`src/rtl/mem_pkg.sv`:
```
// mem_pkg: shared types and addressMode codes for the memory port arbiter
package mem_pkg;
    typedef enum logic [1:0] {IDLE, BUSY, DONE} state_t;
    typedef enum logic {OWN_IF, OWN_D} owner_t;
    localparam logic [2:0] AM_B  = 3'd0;
    localparam logic [2:0] AM_H  = 3'd1;
    localparam logic [2:0] AM_W  = 3'd2;
    localparam logic [2:0] AM_BU = 3'd4;
    localparam logic [2:0] AM_HU = 3'd5;
endpackage

```
`src/rtl/mem_arb_pick.sv`:
```
// mem_arb_pick: combinational winner selection between fetch and data requests
module mem_arb_pick
    import mem_pkg::*;
(
    input  logic   if_req,
    input  logic   d_req,
    input  logic   starved,
    output logic   gnt,
    output owner_t owner
);
    assign gnt   = if_req | d_req;
    assign owner = (d_req && !(if_req && starved)) ? OWN_D : OWN_IF;
endmodule

```
`src/rtl/mem_port_arbiter.sv`:
```
// mem_port_arbiter: shares one data memory between instruction fetch and the data port
module mem_port_arbiter
    import mem_pkg::*;
#(
    parameter int width        = 32,
    parameter int adrWidth     = 24,
    parameter int STARVE_LIMIT = 4,
    parameter int TIMEOUT      = 255
) (
    input  logic                clk,
    input  logic                rst,
    input  logic                if_req,
    input  logic [adrWidth-1:0] if_addr,
    output logic [width-1:0]    if_rdata,
    output logic                if_valid,
    input  logic                d_req,
    input  logic                d_we,
    input  logic [adrWidth-1:0] d_addr,
    input  logic [width-1:0]    d_wdata,
    input  logic [2:0]          d_mode,
    output logic [width-1:0]    d_rdata,
    output logic                d_valid,
    output logic                err,
    output logic                mem_req,
    output logic                mem_we,
    output logic [adrWidth-1:0] mem_addr,
    output logic [width-1:0]    mem_wdata,
    output logic [2:0]          mem_mode,
    input  logic [width-1:0]    mem_rdata,
    input  logic                mem_ack,
    output logic                if_stall,
    output logic                d_stall
);
    localparam int SW = $clog2(STARVE_LIMIT + 1);
    localparam int TW = $clog2(TIMEOUT + 1);

    state_t          state, state_n;
    owner_t          owner, win;
    logic            gnt, take, fin, tout, starved;
    logic [SW-1:0]   starve_cnt;
    logic [TW-1:0]   tcnt;
    logic [width-1:0] rd;

    assign starved  = starve_cnt == SW'(STARVE_LIMIT);
    assign if_stall = if_req & ~if_valid;
    assign d_stall  = d_req & ~d_valid;

    mem_arb_pick u_pick (
        .if_req  (if_req),
        .d_req   (d_req),
        .starved (starved),
        .gnt     (gnt),
        .owner   (win)
    );

    // next state, accept/finish strobes and the data returned to the owner
    always_comb begin
        take    = state == IDLE && gnt;
        tout    = state == BUSY && !mem_ack && tcnt == TW'(TIMEOUT - 1);
        fin     = state == BUSY && (mem_ack || tout);
        rd      = (mem_we || tout) ? '0 : mem_rdata;
        state_n = take ? BUSY : fin ? DONE : state == DONE ? IDLE : state;
    end

    // state register
    always_ff @(posedge clk) begin
        if (rst) state <= IDLE;
        else     state <= state_n;
    end

    // memory-side request registers, counters and completion pulses
    always_ff @(posedge clk) begin
        if (rst) begin
            owner      <= OWN_IF;
            mem_req    <= 1'b0;
            mem_we     <= 1'b0;
            mem_addr   <= '0;
            mem_wdata  <= '0;
            mem_mode   <= '0;
            if_rdata   <= '0;
            d_rdata    <= '0;
            if_valid   <= 1'b0;
            d_valid    <= 1'b0;
            err        <= 1'b0;
            starve_cnt <= '0;
            tcnt       <= '0;
        end else begin
            if_valid <= 1'b0;
            d_valid  <= 1'b0;
            err      <= 1'b0;
            if (state == IDLE)
                starve_cnt <= (!if_req || win == OWN_IF) ? '0 : starved ? starve_cnt : starve_cnt + 1'b1;
            if (take) begin
                owner     <= win;
                mem_req   <= 1'b1;
                mem_we    <= win == OWN_D ? d_we : 1'b0;
                mem_addr  <= win == OWN_D ? d_addr : if_addr;
                mem_wdata <= win == OWN_D ? d_wdata : '0;
                mem_mode  <= win == OWN_D ? d_mode : AM_W;
                tcnt      <= '0;
            end
            if (state == BUSY) tcnt <= tcnt + 1'b1;
            if (fin) begin
                mem_req <= 1'b0;
                err     <= tout;
                if (owner == OWN_D) begin
                    d_rdata <= rd;
                    d_valid <= 1'b1;
                end else begin
                    if_rdata <= rd;
                    if_valid <= 1'b1;
                end
            end
        end
    end
endmodule

```
`config.mk`:
```
export PLATFORM = sky130hd
export DESIGN_NAME = mem_port_arbiter
export DESIGN_NICKNAME = d
export VERILOG_FILES = /design/src/rtl/mem_pkg.sv /design/src/rtl/mem_arb_pick.sv /design/src/rtl/mem_port_arbiter.sv
export SDC_FILE = /design/constraint.sdc
export NUM_CORES = 1
export LEC_CHECK = 0
export BUFFER_PORTS_ARGS = -buffer_cell sky130_fd_sc_hd__buf_2
export CAP_MARGIN = 15
export CORE_MARGIN = 3
export CORE_UTILIZATION = 45
export DETAILED_ROUTE_END_ITERATION = 10
export HOLD_SLACK_MARGIN = 0.02
export PLACE_DENSITY = 0.81
export SLEW_MARGIN = 0
export SYNTH_ARGS = -nofsm -noshare
export SYNTH_HDL_FRONTEND = slang
export SYNTH_HIERARCHICAL = 1
export SYNTH_SLANG_ARGS = --single-unit
export TNS_END_PERCENT = 50
```
`constraint.sdc`:
```
create_clock -name clk -period 2.3 [get_ports clk]
set_input_delay 0.115 -clock clk [delete_from_list [all_inputs] [get_ports clk]]
set_output_delay 0.115 -clock clk [all_outputs]
set_load 0.01 [all_outputs]
```
==> parameters.txt, run 1 <==
Parameter                              Value

Power
  IR drop worst, VDD    0.000450 V
  Pwr Total    6.33 mW
  Leakage    3.98 nW
  Pwr Density    753 nW/um^2

STA
  Period minus WS final    1.99 ns
  Number of slew-limit violations in the final report    0
  Final Hold Fails    0
  Worst clock skew    0.00915 ns
  Total Neg Setup Slack    0 ns
  Unrepaired setup endpoints after global routing    no
  Count of endpoints failing setup in the final report    0
  Pin slew with the least headroom to its limit    0.593 ns
  Smallest hold slack    0.0384 ns
  Max transition margin    60.5%
  Part of the cycle the worst path needs    86.4%
  Highest clock rate    503 MHz

Placement
  Port Buf Inserts    250
  Last weighted congestion value of the routability-driven placer    0.814
  Post-DP HPWL    10,800 microns
  Number of placed cells counting well taps    989

Die
  Die Outline Area    14,200 sq um
  Ports    251
  Std cell rows    40
  Core area    12,300 sq um
  Die extent in y    119 microns
  Initial Utilization    46.9%
  Die extent in x    119 microns

Layout
  Area of the multi-input gates    2670 sq um
  Number of filler instances in the final layout    885
  Antenna fix cells    0
  Post-layout net count    1,034
  Number of non-filler instances in the completed layout    1,090
  Proportion of layout cells with a drive suffix above 1    32.1%
  Area growth syn-to-layout    46.1%
  Final core area utilization    68.5%
  Leading cell type in the layout, fill and taps excluded    buf_2
  Highest-count cells in the layout ignoring fill and taps    buf_2 (249), dfxtp_1 (142), mux2i_1 (89), nand2_1 (76), dlygate4sd3_1 (69)
  FF+latch area    2840 sq um

Clocking
  Clock-pin transition on the worst setup and hold timing paths    0.06 ns
  Clock root buffer    clkbuf_16
  Worst-skew pair later-pin latency    0.42 ns
  Number of buffers on the longest clock path    2
  Total of cells resized after clock tree synthesis    0
  TritonCTS clock tree    done
  TritonCTS sink count    142
  H-tree level count    4
  Number of buffers created by CTS    17

Yosys
  Unique masters post-synth    39
  Cell Area, Synth    5750 sq um
  Commonest register cell after synthesis    dfxtp_1
  Post-Syn Area per Cell    9.36 sq um
  Share of synthesized flip-flops with an asynchronous set or reset    0%
  Net count after synthesis    739
  Register bit count reported by yosys    142
  Register area share after synthesis    49.5%
  Synth warnings    6
  Post-Synthesis Cells    614
  Count of flip-flops with a built-in enable after synthesis    0

Route
  M1 WL    7030 microns
  Total number of vias    5,632
  Aggregate routed wire length    18,400 microns
  DR pass1 iterations    4
  Mean number of vias per cell    5.17
  Number of violations reported at the end of detailed-routing iteration 0    398
  Top routing layer in use    met4
  DRT antenna net count    0
  Average routed wire per standard cell    16.9 microns
  Met2 routed WL    9020 microns
  DR DRC count    0
  Detailed-routed wire length on met3    1410 microns

Global routing
  Total routing resource utilization after global routing    25.7%
  Via count of the first global-routing pass    5,762
  Global-route wire length before repair    29,000 microns
  Remaining global-route overflow    0
  Largest net degree at the start of global routing    88
  Initial antenna violation count    0

Worst setup path
  Critical path launch point type    register
  Required time at the worst-slack endpoint    2.62 ns
  List of cells traversed by the critical path    inv_1, ha_1, and4_4, a311oi_4, buf_4, nand2_1, mux2i_1
  Worst r2r src    tcnt[0]$_SDFFE_PP0P_
  Setup Crit Path Kind    reg2reg
  Crit Path Max Fanout    32
  Critical Path End Type    register
  Biggest cell delay along the critical path    0.39 ns
  Critical path startpoint    tcnt[0]$_SDFFE_PP0P_
  Data arrival time of the critical path    2.31 ns
  CP max stage cell    buf_4
  WP buf/inv    2
  Category of cells accounting for the largest share of critical-path delay    buffers and inverters

Hold path
  Critical hold path startpoint    if_addr[8]
  Class of the worst hold path    in2reg

Run
  Max Cap Viol    0

Run status
  Outcome    completed
-- worst register-to-register path, cell delays in order, from the launching register on --
cell and delay (ns):
dfxtp_1 0.37, inv_1 0.07, ha_1 0.19, and4_4 0.21, a311oi_4 0.27, buf_4 0.39
nand2_1 0.18, mux2i_1 0.21
-- repair_timing --
| action | 4_1_cts | 5_1_grt |
|---|---|---|
| hold buffers | 69 | 0 |
| setup buffers | 0 | 0 |
| endpoints found under the hold margin | 101 | 0 |
-- flip-flops by register name, indices dropped and copies added, names as in the netlist --
signal and cells:
err 1, mem_addr 24, mem_wdata 32, d_valid 1
mem_we 1, owner 1, if_valid 1, tcnt 8
mem_req 1, state 2, if_rdata 32, starve_cnt 3
mem_mode 3, d_rdata 32
-- report_power, final --
group / switching, mW / internal (mW) / total [mW] / leakage [nW]
Combinational: 0.490 / 0.415 / 0.904 / 2.53
Sequential: 0.0773 / 2.59 / 2.67 / 1.16
Clock: 1.02 / 1.73 / 2.75 / 0.295
-- metrics by stage --
stage	setup WS (ns)	cell area (sq um)
after floorplan	0.418	5750
after global placement	0.457	7120
after detailed placement	0.393	7120
after CTS	0.384	8400
after global routing	0.187	8400
final	0.312	8400
-- synth_stat cells (all sizes together) (3+ instances only) --
| library cell | count | area [sq um] |
|---|---|---|
| a211oi | 24 | 180 |
| a21oi | 45 | 229 |
| buf | 20 | 130 |
| clkbuf | 30 | 113 |
| dfxtp | 142 | 2840 |
| ha | 4 | 50.1 |
| inv | 6 | 22.5 |
| mux2i | 89 | 891 |
| nand2 | 76 | 285 |
| nand2b | 66 | 413 |
| nand3 | 38 | 190 |
| nor2 | 37 | 139 |
| nor2b | 4 | 25.0 |
| nor3 | 6 | 30.0 |
| o21ai | 3 | 15.0 |
-- metal layers --
metal  vias to the layer above  GRT usage (%)
li1                       2689              -
met1                      2575           28.0
met2                       303           44.4
met3                        65           7.41
met4                         0           14.6
met5                         -              0
-- cells by family after synthesis --
logic type | Yosys count | share of synthesized area (%)
mux | 90 | 15.7
flops | 142 | 49.5
fa+ha+maj | 4 | 0.871
simple gates | 240 | 20.5
xor+xnor | 1 | 0.152
compound gates | 81 | 8.69
buf+inv | 56 | 4.61
-- cell type report --
| class | instances | share of cell area, % |
|---|---|---|
| clock buffer | 21 | 5.36 |
| multi-input combinational | 416 | 31.8 |
| tap | 168 | 2.50 |
| timing repair buffer | 326 | 24.5 |
| sequential | 142 | 33.8 |
| clock inverter | 11 | 1.68 |
| inverter | 6 | 0.268 |
-- path summary, 6_finish.rpt --
path	depth (start not counted)	slack, ns	endpoint
hold / removal	3	0.04	mem_addr[8]$_SDFFE_PP0P_
hold reg to reg	2	0.45	mem_wdata[10]$_SDFFE_PP0P_
setup / recovery	7	0.31	if_rdata[15]$_SDFFE_PP0P_
setup reg to reg	7	0.31	if_rdata[15]$_SDFFE_PP0P_
Note: power is estimated with default switching activity, not from simulation.
==> run 2, diff against run 1 <==
==> constraint.sdc (replaced) <==
create_clock -name clk -period 2.3 [get_ports clk]
set_input_delay 0 -clock clk [delete_from_list [all_inputs] [get_ports clk]]
set_output_delay 0 -clock clk [all_outputs]
set_load 0.01 [all_outputs]
==> run 2 against run 1 <==
Against the previous run:
- die area unchanged
- design area increased by 7.3%
- non-clock buffer count increased by 60
- sequential power about the same
- clock skew decreased by 0.00073 ns
- critical path depth increased by 2
- clock power about the same
- total power increased by 2.1%
- combinational power increased by 15%
- sequential cell count unchanged
- sequential share of layout area decreased by 2.3 points
- utilization increased by 5.0 points
==> parameters.txt, run 2 (same netlist as run 1, synthesis figures left out) <==
Parameter                              Value

Run status
  Outcome    completed (unchanged)

Global routing
  Initial antenna violation count    0 (unchanged)
  Largest net degree at the start of global routing    88 (unchanged)
  Global-route wire length before repair    30,500 microns (was 29,000 microns)
  Total routing resource utilization after global routing    27.1% (was 25.7%)
  Remaining global-route overflow    0 (unchanged)
  Via count of the first global-routing pass    5,992 (was 5,762)

Route
  Mean number of vias per cell    5.29 (was 5.17)
  Aggregate routed wire length    20,600 microns (was 18,400 microns)
  Average routed wire per standard cell    17.9 microns (was 16.9 microns)
  Number of violations reported at the end of detailed-routing iteration 0    500 (was 398)
  DR DRC count    0 (unchanged)
  DR pass1 iterations    5 (was 4)
  Total number of vias    6,076 (was 5,632)
  DRT antenna net count    0 (unchanged)

Run
  Max Cap Viol    0 (unchanged)

Layout
  Proportion of layout cells with a drive suffix above 1    31.8% (was 32.1%)
  Area growth syn-to-layout    56.7% (was 46.1%)
  Fin area    9010 sq um (was 8400 sq um)
  Number of filler instances in the final layout    750 (was 885)
  Leading cell type in the layout, fill and taps excluded    buf_2 (unchanged)
  Post-layout net count    1,094 (was 1,034)
  Highest-count cells in the layout ignoring fill and taps    buf_2 (249), dfxtp_1 (141), dlygate4sd3_1 (116), mux2i_1 (89), nand2_1 (76) (was buf_2 (249), dfxtp_1 (142), mux2i_1 (89), nand2_1 (76), dlygate4sd3_1 (69))
  Final core area utilization    73.5% (was 68.5%)
  Antenna fix cells    0 (unchanged)
  Biggest registers after layout    d_rdata x32, if_rdata x32, mem_wdata x32 (unchanged)

Clocking
  TritonCTS clock tree    done (unchanged)
  Clock-pin transition on the worst setup and hold timing paths    0.06 ns (about the same)
  TritonCTS sink count    142 (unchanged)
  Clock root buffer    clkbuf_16 (unchanged)
  Worst-skew pair later-pin latency    0.42 ns (about the same)
  Number of buffers on the longest clock path    2 (unchanged)
  H-tree level count    4 (unchanged)
  Number of buffers created by CTS    17 (unchanged)

Placement
  Last weighted congestion value of the routability-driven placer    0.836 (was 0.814)
  Port Buf Inserts    250 (unchanged)
  Placed standard-cell area    7100 sq um (was 7120 sq um)
  Post-DP HPWL    10,700 microns (was 10,800 microns)

Worst setup path
  Critical path launch point type    register (unchanged)
  Critical Path End Type    register (unchanged)
  Critical Path Most Common Cell    inv_1
  Required time at the worst-slack endpoint    2.60 ns (was 2.62 ns)
  Setup Crit Path Kind    reg2reg (unchanged)
  Crit Path Max Fanout    16 (was 32)
  CP max stage cell    dlygate4sd3_1 (was buf_4)
  Data arrival time of the critical path    2.60 ns (was 2.31 ns)
  List of cells traversed by the critical path    inv_1, ha_1, nand2_1, inv_1, a21boi_4, buf_12, mux2i_1, dlygate4sd3_1, a211oi_1 (was inv_1, ha_1, and4_4, a311oi_4, buf_4, nand2_1, mux2i_1)
  Biggest cell delay along the critical path    0.58 ns (was 0.39 ns)
  Number of cell instances on the worst register-to-register path    9 (was 7)

Die
  Die extent in y    119 microns (unchanged)
  Initial Utilization    46.9% (unchanged)
  Die Outline Area    14,200 sq um (unchanged)
  Core area    12,300 sq um (unchanged)
  Ports    251 (unchanged)
  Die extent in x    119 microns (unchanged)
  Std cell rows    40 (unchanged)

STA
  Worst clock skew    0.00842 ns (was 0.00915 ns)
  Max transition margin    57.9% (was 60.5%)
  Final Hold Fails    0 (unchanged)
  Pin slew with the least headroom to its limit    0.632 ns (was 0.593 ns)
  Period minus WS final    2.29 ns (was 1.99 ns)
  Count of endpoints failing setup in the final report    0 (unchanged)
  Total Neg Setup Slack    0 ns (unchanged)
  Number of slew-limit violations in the final report    0 (unchanged)
  Highest clock rate    436 MHz (was 503 MHz)
  Part of the cycle the worst path needs    99.7% (was 86.4%)
  Unrepaired setup endpoints after global routing    yes (was no)

Power
  Pwr Density    717 nW/um^2 (was 753 nW/um^2)
  IR drop worst, VDD    0.000419 V (was 0.000450 V)
  Leakage    4.25 nW (was 3.98 nW)

Hold path
  Class of the worst hold path    in2reg (unchanged)
  Hold Path Depth    5 (was 3)
-- run 2: layer usage --
layer	vias up	track usage, %	routed length [microns]
li1	2796	-	-
met1	2746	31.0	7820
met2	443	44.1	9590
met3	91	9.07	2070
met4	0	15.4	1110
met5	-	0	0
-- run 2: area by class of cell --
type / count / area [sq um] / share of cell area, %
timing repair buffer: 386 / 2650 / 29.4
multi-input combinational: 416 / 2690 / 29.8
inverter: 6 / 22.5 / 0.250
sequential: 142 / 2840 / 31.6
clock buffer: 22 / 484 / 5.37
clock inverter: 9 / 110 / 1.22
tap: 168 / 210 / 2.33
-- run 2: what timing repair did --
item	4_1_cts	5_1_grt
gates resized for setup	0	7
buffers inserted	0	8
endpoints found under the hold margin	129	0
endpoints found under the setup margin	0	19
hold buffers	118	0
-- run 2: stage by stage --
step                power, mW  setup WS, ns  instances  hold slack, ns
floorplan                3.17         0.418        614          0.0775
global placement         3.48         0.327        990           0.222
detailed placement       3.49         0.231        990           0.222
CTS                      6.38        0.0251       1139           0.103
global route             6.70       -0.0582       1149           0.153
finish                   6.46       0.00605       1149           0.127
-- run 2: final timing paths --
check	start	end	slack [ns]
setup / recovery	starve_cnt[0]$_SDFFE_PP0P_	mem_addr[8]$_SDFFE_PP0P_	0.006
hold reg to reg	mem_wdata[3]$_SDFFE_PP0P_	mem_wdata[3]$_SDFFE_PP0P_	0.45
hold / removal	if_req	starve_cnt[1]$_SDFFE_PP0P_	0.13
setup reg to reg	starve_cnt[0]$_SDFFE_PP0P_	mem_addr[8]$_SDFFE_PP0P_	0.006
-- run 2: power by group --
part           total (mW)  internal [mW]  switching, mW  leakage [nW]
sequential           2.68           2.59         0.0850          1.16
clock                2.74           1.70           1.04         0.284
combinational        1.04          0.496          0.541          2.81
-- run 2: worst max-delay path: cells and delay by family (launching register included) --
family / cells / cell delay [ns]
AOI/OAI and AO/OA: 2 / 0.55
adders and majority gates: 1 / 0.20
buffers and inverters: 4 / 0.93
DFF: 1 / 0.33
muxes: 1 / 0.09
and+or+nand+nor: 1 / 0.08
==> run 3, diff against run 2 <==
CORE_MARGIN = 1.5   (was 3)
==> run 3 against run 2 <==
Against the previous run:
- the flow now finishes with violations (negative setup slack)
- sequential cell count unchanged
- sequential share of layout area shrank 0.28 points
- first-iteration DRC count decreased by 11%
- critical path depth up 1
- setup slack worse by 0.023 ns
- global-route usage fell by 0.68 points
- hold slack worse by 0.014 ns
- clock skew up 0.0016 ns
- sequential power about the same
- utilization decreased by 0.86 points
- total power decreased by 0.18%
- critical path type unchanged
- critical endpoint is now mem_addr[15]$_SDFFE_PP0P_
- largest cell class unchanged
- largest power group unchanged
==> parameters.txt, run 3 (same netlist as run 1, synthesis figures left out) <==
Parameter                              Value

STA
  Unrepaired setup endpoints after global routing    yes (unchanged)
  Final Hold Fails    0 (unchanged)
  Count of endpoints failing setup in the final report    4 (was 0)
  Pin slew with the least headroom to its limit    0.688 ns (was 0.632 ns)
  Period minus WS final    2.32 ns (was 2.29 ns)
  Max transition margin    54.1% (was 57.9%)
  Worst clock skew    0.00997 ns (was 0.00842 ns)
  Smallest hold slack    0.113 ns (was 0.127 ns)
  Final worst slack    -0.0167 ns (was 0.00605 ns)
  Highest clock rate    432 MHz (was 436 MHz)
  Number of slew-limit violations in the final report    0 (unchanged)
  Part of the cycle the worst path needs    101% (was 99.7%)

Hold path
  Critical hold path startpoint    d_addr[8] (was if_req)
  Class of the worst hold path    in2reg (unchanged)

Worst setup path
  Data arrival time of the critical path    2.59 ns (was 2.60 ns)
  Critical Path Most Common Cell    inv_1 (unchanged)
  Setup Crit Path Kind    reg2reg (unchanged)
  Worst r2r src    starve_cnt[0]$_SDFFE_PP0P_ (unchanged)
  Critical Path End Type    register (unchanged)
  Crit Path Max Fanout    6 (was 16)
  Critical path launch point type    register (unchanged)
  Biggest cell delay along the critical path    0.57 ns (was 0.58 ns)
  WP buf/inv    5 (was 4)
  CP max stage cell    dlygate4sd3_1 (unchanged)
  Critical path startpoint    starve_cnt[0]$_SDFFE_PP0P_ (unchanged)
  List of cells traversed by the critical path    inv_1, ha_1, nand2_1, inv_1, a21boi_4, buf_4, clkbuf_16, mux2i_1, dlygate4sd3_1, a211oi_1 (was inv_1, ha_1, nand2_1, inv_1, a21boi_4, buf_12, mux2i_1, dlygate4sd3_1, a211oi_1)
  Category of cells accounting for the largest share of critical-path delay    buffers and inverters (unchanged)
  Required time at the worst-slack endpoint    2.57 ns (was 2.60 ns)

Layout
  Final core area utilization    72.6% (was 73.5%)
  FF+latch area    2840 sq um (unchanged)
  Number of filler instances in the final layout    868 (was 750)
  Biggest registers after layout    d_rdata x32, if_rdata x32, mem_wdata x32 (unchanged)
  Post-layout net count    1,093 (was 1,094)
  Highest-count cells in the layout ignoring fill and taps    buf_2 (249), dfxtp_1 (141), dlygate4sd3_1 (110), mux2i_1 (88), nand2_1 (76) (was buf_2 (249), dfxtp_1 (141), dlygate4sd3_1 (116), mux2i_1 (89), nand2_1 (76))
  Leading cell type in the layout, fill and taps excluded    buf_2 (unchanged)
  Antenna fix cells    0 (unchanged)
  Area growth syn-to-layout    58.1% (was 56.7%)
  Area of the multi-input gates    2720 sq um (was 2690 sq um)
  Proportion of layout cells with a drive suffix above 1    32.6% (was 31.8%)

Global routing
  Via count of the first global-routing pass    5,603 (was 5,992)
  Remaining global-route overflow    0 (unchanged)
  Total routing resource utilization after global routing    26.4% (was 27.1%)
  Initial antenna violation count    0 (unchanged)
  Largest net degree at the start of global routing    75 (was 88)
  Global-route wire length before repair    27,600 microns (was 30,500 microns)

Power
  Leakage    4.32 nW (was 4.25 nW)
  Pwr Density    709 nW/um^2 (was 717 nW/um^2)
  Pwr Total    6.45 mW (was 6.46 mW)
  IR drop worst, VDD    0.000459 V (was 0.000419 V)

Route
  Mean number of vias per cell    5.15 (was 5.29)
  M1 WL    7440 microns (was 7820 microns)
  Met2 routed WL    9170 microns (was 9590 microns)
  DRT antenna net count    0 (unchanged)
  Average routed wire per standard cell    16.3 microns (was 17.9 microns)
  DR DRC count    0 (unchanged)
  Total number of vias    5,932 (was 6,076)
  Number of violations reported at the end of detailed-routing iteration 0    446 (was 500)
  DR pass1 iterations    7 (was 5)
  Detailed-routed wire length on met3    1530 microns (was 2070 microns)
  Top routing layer in use    met4 (unchanged)
  Aggregate routed wire length    18,700 microns (was 20,600 microns)

Die
  Ports    251 (unchanged)
  Die Outline Area    13,500 sq um (was 14,200 sq um)
  Initial Utilization    45.9% (was 46.9%)
  Std cell rows    41 (was 40)
  Core area    12,500 sq um (was 12,300 sq um)
  Die extent in x    116 microns (was 119 microns)
  Die extent in y    116 microns (was 119 microns)

Run
  Max Cap Viol    0 (unchanged)

Placement
  Post-DP HPWL    9870 microns (was 10,700 microns)
  Port Buf Inserts    250 (unchanged)
  Last weighted congestion value of the routability-driven placer    0.758 (was 0.836)
  Worst slack at placement    0.404 ns (was 0.231 ns)

Clocking
  Worst-skew pair later-pin latency    0.42 ns (about the same)
  TritonCTS sink count    142 (unchanged)
  H-tree level count    4 (unchanged)
  Clock root buffer    clkbuf_16 (unchanged)
  Clock-pin transition on the worst setup and hold timing paths    0.06 ns (about the same)
  Number of buffers created by CTS    17 (unchanged)
  TritonCTS clock tree    done (unchanged)
  Number of buffers on the longest clock path    2 (unchanged)

Run status
  Outcome    complete, but fails checks (was completed)
  Failing checks    negative setup slack
==> run 3: cell count changes in the layout (fill, tap and decap cells not counted), sizes merged <==
cell,previous run,this run
dlygate4sd3,116,110
dlymetal6s4s,2,7
clkbuf,24,23
inv,6,7
==> run 3: tightest hold or removal path: cells and delay by family <==
kind                   cells  cell delay, ns
buffers and inverters      2            0.30
AOI/OAI and AO/OA          1            0.07
muxes                      1            0.12
==> run 3: final timing paths <==
check                         endpoint  slack (ns)  depth (start not counted)
max          mem_addr[15]$_SDFFE_PP0P_       -0.02                         10
min           mem_addr[8]$_SDFFE_PP0P_        0.11                          4
max reg2reg  mem_addr[15]$_SDFFE_PP0P_       -0.02                         10
min reg2reg  mem_wdata[3]$_SDFFE_PP0P_        0.45                          2
==> run 3: per-layer routing <==
metal | vias to the layer above | global-route usage (%)
met2 | 312 | 45.2
met1 | 2769 | 30.3
li1 | 2795 | -
met3 | 56 | 7.53
met4 | 0 | 12.8
met5 | - | 0
==> run 3: final cells by class <==
type / count / share of cell area, %
Clock buffer: 21 / 5.29
Tap cell: 172 / 2.37
Inverter: 6 / 0.248
Sequential cell: 142 / 31.3
Timing Repair Buffer: 385 / 29.7
Multi-Input combinational cell: 416 / 29.9
Clock inverter: 10 / 1.23
==> run 3: where the power goes <==
group	total [mW]	leakage (nW)	switching (mW)	internal [mW]
Sequential	2.67	1.16	0.0795	2.59
Combinational	1.05	2.87	0.526	0.523
Clock	2.73	0.287	1.03	1.70
==> run 3: timing repair <==
item / in CTS / in global routing
hold buffers: 117 / 0
setup endpoints to repair: 0 / 24
endpoints found under the hold margin: 128 / 0
setup buffers: 0 / 3
gates resized for setup: 0 / 20
==> run 3: metrics by stage <==
step / area (sq um) / TNS [ns] / cells
after floorplan: 5750 / 0 / 614
after global placement: 7180 / 0 / 999
after detailed placement: 7180 / 0 / 999
after CTS: 8940 / 0 / 1147
after global routing: 9090 / -1.59 / 1152
final: 9090 / -0.0430 / 1152
